[config.mk]
export PLATFORM = sky130hd
export DESIGN_NAME = fifo_ctrl_level
export DESIGN_NICKNAME = d
export VERILOG_FILES = /design/src/rtl/fifo_pkg.sv /design/src/rtl/fifo_ctrl_level.sv
export SDC_FILE = /design/constraint.sdc
export NUM_CORES = 1
export LEC_CHECK = 0
export CAP_MARGIN = 20
export CORE_MARGIN = 2
export CORE_UTILIZATION = 40
export CTS_CLUSTER_DIAMETER = 40
export DETAILED_ROUTE_END_ITERATION = 8
export PLACE_DENSITY = 0.77
export SYNTH_ARGS = -nofsm -noshare
export SYNTH_HDL_FRONTEND = slang
export SYNTH_SLANG_ARGS = --single-unit
[constraint.sdc]
create_clock -name clk -period 3.3 [get_ports clk]
set_clock_uncertainty 0.1 [all_clocks]
set_input_delay 0.33 -clock clk [delete_from_list [all_inputs] [get_ports clk]]
set_output_delay 0.33 -clock clk [all_outputs]
set_load 0.05 [all_outputs]
[src/rtl/fifo_pkg.sv]
// rtl/fifo_pkg.sv - shared operation encodings and default threshold helpers for fifo_ctrl_level
package fifo_pkg;

  typedef enum logic [1:0] {
    NOP        = 2'b00,
    READ       = 2'b01,
    WRITE      = 2'b10,
    READ_WRITE = 2'b11
  } fifo_op_e;

  // Defaults stay inside the legal threshold ranges even for very shallow FIFOs.
  function automatic int default_af_level(input int addr_width);
    int depth;
    depth = 1 << addr_width;
    return (depth > 4) ? depth - 4 : depth;
  endfunction

  function automatic int default_ae_level(input int addr_width);
    int depth;
    depth = 1 << addr_width;
    return (depth - 1 < 4) ? depth - 1 : 4;
  endfunction

endpackage

[src/rtl/fifo_ctrl_level.sv]
// rtl/fifo_ctrl_level.sv - FIFO pointer/occupancy control with level flags, flush and sticky errors
module fifo_ctrl_level
  import fifo_pkg::*;
#(
  parameter int ADDR_WIDTH = 5,
  parameter int AF_LEVEL   = default_af_level(ADDR_WIDTH),
  parameter int AE_LEVEL   = default_ae_level(ADDR_WIDTH)
) (
  input  logic                  clk,
  input  logic                  Reset,
  input  logic                  wr,
  input  logic                  rd,
  input  logic                  flush,
  input  logic                  clr_err,
  output logic                  wr_acc,
  output logic                  rd_acc,
  output logic                  full,
  output logic                  empty,
  output logic                  almost_full,
  output logic                  almost_empty,
  output logic [ADDR_WIDTH:0]   count,
  output logic [ADDR_WIDTH-1:0] w_addr,
  output logic [ADDR_WIDTH-1:0] r_addr,
  output logic                  overflow,
  output logic                  underflow
);

  localparam int DEPTH = 2 ** ADDR_WIDTH;
  localparam logic [ADDR_WIDTH:0] DEPTH_L = DEPTH[ADDR_WIDTH:0];
  localparam logic [ADDR_WIDTH:0] AF_L    = AF_LEVEL[ADDR_WIDTH:0];
  localparam logic [ADDR_WIDTH:0] AE_L    = AE_LEVEL[ADDR_WIDTH:0];

  if (ADDR_WIDTH < 1) begin : g_bad_aw
    $error("fifo_ctrl_level: ADDR_WIDTH must be at least 1");
  end
  if (AF_LEVEL < 1 || AF_LEVEL > DEPTH) begin : g_bad_af
    $error("fifo_ctrl_level: AF_LEVEL must lie in 1..DEPTH");
  end
  if (AE_LEVEL < 0 || AE_LEVEL > DEPTH - 1) begin : g_bad_ae
    $error("fifo_ctrl_level: AE_LEVEL must lie in 0..DEPTH-1");
  end

  fifo_op_e            op;
  logic                wr_req;
  logic                rd_req;
  logic                ov_evt;
  logic                un_evt;
  logic [ADDR_WIDTH:0] count_next;
  logic [ADDR_WIDTH:0] level;

  assign op     = fifo_op_e'({wr, rd});
  assign wr_req = (op == WRITE) || (op == READ_WRITE);
  assign rd_req = (op == READ)  || (op == READ_WRITE);

  // A read frees a slot in the same cycle, so a full FIFO still takes a paired write.
  assign rd_acc = !flush && rd_req && !empty;
  assign wr_acc = !flush && wr_req && (!full || rd_acc);

  assign ov_evt = wr_req && !wr_acc && !flush;
  assign un_evt = rd_req && !rd_acc && !flush;

  assign count_next = count + (ADDR_WIDTH + 1)'(wr_acc) - (ADDR_WIDTH + 1)'(rd_acc);
  assign level      = flush ? '0 : count_next;

  always_ff @(posedge clk or posedge Reset) begin
    if (Reset) begin
      w_addr       <= '0;
      r_addr       <= '0;
      count        <= '0;
      full         <= 1'b0;
      empty        <= 1'b1;
      almost_full  <= 1'b0;
      almost_empty <= 1'b1;
      overflow     <= 1'b0;
      underflow    <= 1'b0;
    end else begin
      w_addr       <= flush ? '0 : w_addr + ADDR_WIDTH'(wr_acc);
      r_addr       <= flush ? '0 : r_addr + ADDR_WIDTH'(rd_acc);
      count        <= level;
      // Flags come from the next occupancy so they never lag count.
      full         <= (level == DEPTH_L);
      empty        <= (level == '0);
      almost_full  <= (level >= AF_L);
      almost_empty <= (level <= AE_L);
      overflow     <= (overflow  && !clr_err) || ov_evt;
      underflow    <= (underflow && !clr_err) || un_evt;
    end
  end

endmodule

* After elaboration in Yosys (flattened, before gate mapping)
Index checks and enable logic that the tools add are counted.
** Operators by class
- Mux-type cells :: 3
- Multipliers :: 0
- Equal/unequal tests :: 4
- Add/sub/neg operators :: 4
- Shift operators :: 0
- Reductions and logical operators :: 22
- Bitwise logic cells :: 0
- $lt $le $gt $ge :: 2
- Div/mod/pow operators :: 0
** Operator list (count)
- 5-bit by 1-bit adder with 5-bit output :: 2
- 1-bit logical AND :: 10
- 5-bit 2-to-1 mux :: 2
- 6-bit by 1-bit adder with 6-bit output :: 1
- 6-bit equality test, second input constant :: 1
- 6-bit by 5-bit >= comparator with 1-bit output, second input constant :: 1
- 6-bit by 3-bit less-or-equal comparator with 1-bit output, second input constant :: 1
- 1-bit logical NOT :: 6
- 6-bit logical NOT :: 1
- 6-bit 2-to-1 mux :: 1
- 6-bit by 1-bit subtractor with 6-bit output :: 1
- 1-bit logical OR :: 5
- 2-bit equality test, second input constant :: 2
- 2-bit by 1-bit equality test with 1-bit output, second input constant :: 1
** Storage, ports and cells
- Memory bits (writable) :: 0
- Memory bits (read-only) :: 0
- Flip-flop bits (word level) :: 22
- Bits in latches :: 0
- Output and inout port bits :: 24
- Word-level logic and storage cells :: 44
- Input bits :: 6
- Memories kept :: 0

* Longest topological paths before layout
- Depth after elaboration :: 10
- Depth in mapped cells :: 11
- Mapped depth without buffers :: 11

* Least setup slack after synthesis
No wires, ideal clock.
- Kind :: reg-to-reg
- From :: register empty
- To :: register almost_full
- Setup slack :: 0.140 ns
- Required time :: 3.090 ns
- Arrival :: 2.950 ns
- Stages on the path, launching flop included :: 9
- Library setup time :: 0.110 ns
- Clock period less this slack :: 3.160 ns
- Cell sequence :: dfstp_2 or3b_1 a21oi_1 ha_1 fa_1 a21o_1 a21oi_2 xor2_2 o41ai_1
** Between the ends
- Cells in the longest elaborated chain, start to end :: 8
** Ends and longest elaborated chain
- start, declared :: line fifo_ctrl_level.sv:18 : output logic empty,
- start signal, assigned :: line fifo_ctrl_level.sv:82 : empty <= (level == '0);
- 1-bit logical NOT :: line fifo_ctrl_level.sv:56 : assign rd_acc = !flush && rd_req && !empty;
- 1-bit logical AND :: line fifo_ctrl_level.sv:56
- 1-bit logical OR :: line fifo_ctrl_level.sv:57 : assign wr_acc = !flush && wr_req && (!full || rd_acc);
- 1-bit logical AND :: line fifo_ctrl_level.sv:57
- named net wr_acc :: line fifo_ctrl_level.sv:15 : output logic wr_acc,
- 6-bit by 1-bit adder with 6-bit output :: line fifo_ctrl_level.sv:62 : assign count_next = count + (ADDR_WIDTH + 1)'(wr_acc) - (ADDR_WIDTH + 1)'(rd_acc);
- 6-bit by 1-bit subtractor with 6-bit output :: line fifo_ctrl_level.sv:62
- 6-bit 2-to-1 mux :: line fifo_ctrl_level.sv:63 : assign level = flush ? '0 : count_next;
- 6-bit by 5-bit >= comparator with 1-bit output :: line fifo_ctrl_level.sv:83 : almost_full <= (level >= AF_L);
- end signal, assigned :: line fifo_ctrl_level.sv:83
- end, declared :: line fifo_ctrl_level.sv:19 : output logic almost_full,
The timed path passes the listed nets, and every way through them passes these cells.

* Worst setup path after layout
- From :: input rd
- To :: register almost_full
** Between the ends
- Cells in the longest elaborated chain, start to end :: 10
- Elaborated cells between the ends (all ways) :: 14
** Ends and longest elaborated chain
- start, declared :: line fifo_ctrl_level.sv:12 : input logic rd,
- 2-bit by 1-bit equality test with 1-bit output or 2-bit equality test (tied branches) :: line fifo_ctrl_level.sv:53, fifo_ctrl_level.sv:52
- 1-bit logical OR :: line fifo_ctrl_level.sv:53 : assign rd_req = (op == READ) || (op == READ_WRITE);
- 1-bit logical AND (2 in a row) :: line fifo_ctrl_level.sv:56
- 1-bit logical OR :: line fifo_ctrl_level.sv:57
- 1-bit logical AND :: line fifo_ctrl_level.sv:57
- 6-bit by 1-bit adder with 6-bit output :: line fifo_ctrl_level.sv:62
- 6-bit by 1-bit subtractor with 6-bit output * :: line fifo_ctrl_level.sv:62
- 6-bit 2-to-1 mux * :: line fifo_ctrl_level.sv:63
- 6-bit by 5-bit >= comparator with 1-bit output * :: line fifo_ctrl_level.sv:83
Every way passes the cells marked *; elsewhere a longest branch is shown, timed or not.

==> flow_summary.toml <==
[status]
status = "finished clean"

[final_layout]
antenna_cells = 0
final_util = 0.5508
area.growth.synth_to_final_pct = 32.11
drive_above_1_share = 0.1111
fin_area_mm2 = 0.001493
nets = 152

[sta]
drv_slew = 0
period_share = 0.8440
finalSetupViolations = 0
rsz0062_at_grt = "no"
tns_ps = 0
max_slew_margin = 0.4571
fmax_ghz = 0.3591
worstMarginPinSlew_ps = 813.5
hold_viol_final = 0
setup_ws_ps = 514.9
period_needed_ps = 2785

[detailed_routing]
drt_pre_antenna_iters = 4
viasPerCell = 5.000
drtAntennaViolNets = 0
drtIter0Drc = 18
drc = 0
via_count = 830
routed_wl_um = 2099
wl_per_cell_um = 12.64

[synth]
ys_seq_area_frac = 0.4895
synth-compound-area-share = 0.08416
ys_types = 29
muxShareOfSynthArea = 0.008859
yosys.area_share.simple = 0.1528
syn-cell-area_mm2 = 0.001130
synth_edf_count = 0
avgSynthCellArea_um2 = 11.08
synthXorXnorAreaFrac = 0.09192
ys_ff_latch = 22
synth_top_family_by_area = "simple AND/OR/NAND/NOR gates"
yosysWarnings = 0
synthAdderAreaFrac = 0.1174
netlist_instances = 102
synthArstFlopShare = 1.000
ys.flop_type = "dfrtp_1"
syn-num-nets = 118

[power]
ir_drop_uv = 626.8
p_per_area_mw_per_mm2 = 917.5
p_leak_nw = 0.7042
finalPower_w = 0.001370

[setup_path]
worstRegToRegCells = 10
critPathKind = "in -> reg"
crit_chain = "clkdlybuf4s50_1, or3b_1, nand2_1, nand2_1, ha_1, fa_1, a21o_1, a21oi_2, xor2_2, o41ai_1"
cpMostUsedCell = "nand2_1"
crit_slowest_cell = "clkdlybuf4s50_1"
arrival_ps = 2870
worstPathMaxFanout = 5
critical_path.endpoint_type = "flip-flop"
cp.required_ps = 3380
worst_setup_path_start_kind = "input port"
cp_slowest_stage_delay_ps = 480

[clocking]
cts_tree = "done"
cts_inserted_buffers = 3
post_cts_buffers = 0
clk_latency_ps = 300
cts_root_buffer = "clkbuf_4"
cts_hold_buf = 0
clk_pin_slew_ps = 120
clockBufferDepth = 2
htreeDepth = 1
cts_resized = 0
cts_sinks = 22

[global_routing]
grt_usage = 0.1448
overflow = 0
grt_pass1_vias = 833
grt_max_degree = 24
grt_pass1_wl_um = 3677
antenna_found_initial = 0

[placed_design]
dpl-instance-area_mm2 = 0.001456
gp_congestion = 0.7875
pre_cts_slack_ps = 196.6
io_buffers = 29
dp_hpwl_um = 1631

[worst_hold_path]
hp-class = "in -> async"

[floorplanning]
pin_count = 30
core_area_mm2 = 0.002710
die_y_um = 57.15
rows = 19
start_util = 0.4169
die_width_um = 57.15
dieArea_mm2 = 0.003266

[job]
drv_cap = 0
==> layout make-up <==
type	count	area, µm²
Clock buffer	4	36.28
Timing Repair Buffer	31	312.8
Fill cell	243	1217
Inverter	10	37.54
Sequential cell	22	553.0
Tap cell	31	38.79
Multi-Input combinational cell	68	514.2
==> cell usage after synthesis, types with 2 or more instances <==
| cell type | count | area (µm²) |
|---|---|---|
| a21o_1 | 2 | 15.01 |
| a21oi_1 | 2 | 10.01 |
| dfrtp_1 | 20 | 500.5 |
| dfstp_2 | 2 | 52.55 |
| ha_1 | 9 | 112.6 |
| inv_1 | 10 | 37.54 |
| nand2_1 | 3 | 11.26 |
| nand2b_1 | 2 | 12.51 |
| nand3_1 | 5 | 25.02 |
| nor2_1 | 12 | 45.04 |
| nor2b_1 | 7 | 43.79 |
| o21ai_0 | 3 | 15.01 |
| xnor2_1 | 5 | 43.79 |
| xor2_1 | 5 | 43.79 |
==> cell usage in the layout, fill, tap and decap left out <==
| cell type | count |
|---|---|
| a21o_1 | 2 |
| a21oi_1 | 2 |
| a21oi_2 | 1 |
| a31oi_2 | 1 |
| a41oi_1 | 1 |
| buf_12 | 1 |
| buf_4 | 3 |
| clkbuf_4 | 3 |
| clkbuf_8 | 1 |
| clkdlybuf4s50_1 | 27 |
| dfrtp_1 | 20 |
| dfstp_2 | 2 |
| fa_1 | 1 |
| ha_1 | 9 |
| inv_1 | 10 |
| mux2i_1 | 1 |
| nand2_1 | 3 |
| nand2_2 | 1 |
| nand2b_1 | 2 |
| nand3_1 | 5 |
| nand3b_1 | 1 |
| nor2_1 | 12 |
| nor2b_1 | 7 |
| nor3b_2 | 1 |
| o21ai_0 | 3 |
| o21ba_1 | 1 |
| o22ai_1 | 1 |
| o41ai_1 | 1 |
| or3b_1 | 1 |
| xnor2_1 | 5 |
| xor2_1 | 5 |
| xor2_2 | 1 |
==> state kept, by name, summed over array words and instances (netlist names) <==
| name | count |
|---|---|
| almost_empty | 1 |
| empty | 1 |
| full | 1 |
| overflow | 1 |
| w_addr | 5 |
| count | 6 |
| underflow | 1 |
| r_addr | 5 |
| almost_full | 1 |
==> critical path: cells and delay by family <==
kind                       cells  cell delay [ps]
xor gates and xnor gates       1              100
adders and majority gates      2              610
AOI/OAI and AO/OA              3              760
and+or+nand+nor                3              590
buffers and inverters          1              480
==> per-stage QoR <==
step	hold WS, ps	std cells
floorplan	217.7	102
global placement	417.8	162
detailed placement	419.7	162
CTS	399.1	166
global route	460.9	166
finish	373.3	166
==> layer usage <==
layer,vias up,wire (µm),GRT usage
li1,401,-,-
met4,0,10,0.04983
met2,29,1025,0.2381
met3,2,101,0.02268
met1,398,960,0.1959
met5,-,0,0
==> cells by family after synthesis <==
| logic type | count (synthesis) |
|---|---|
| adders and majority gates | 10 |
| xor gates and xnor gates | 11 |
| AOI/OAI and AO/OA | 13 |
| and+or+nand+nor | 33 |
| muxes | 1 |
| buffers and inverters | 12 |
| DFF | 22 |
==> worst paths after layout <==
kind	end	from	slack [ps]
setup / recovery	almost_full$_DFF_PP0_	rd	510
hold / removal	w_addr[1]$_DFF_PP0_	Reset	370
setup reg to reg	almost_full$_DFF_PP0_	empty$_DFF_PP1_	540
hold reg to reg	underflow$_DFF_PP0_	underflow$_DFF_PP0_	440
max in group asynchronous	count[1]$_DFF_PP0_	Reset	2230
min in group clk	underflow$_DFF_PP0_	underflow$_DFF_PP0_	440
==> report_power, final <==
group | leakage [nW] | internal (W) | switching (W)
clock network | 0.0210 | 0.0000674 | 0.0000790
logic | 0.392 | 0.000322 | 0.000522
registers | 0.291 | 0.000341 | 0.0000377
No activity file was read; power rests on OpenSTA's default activity.
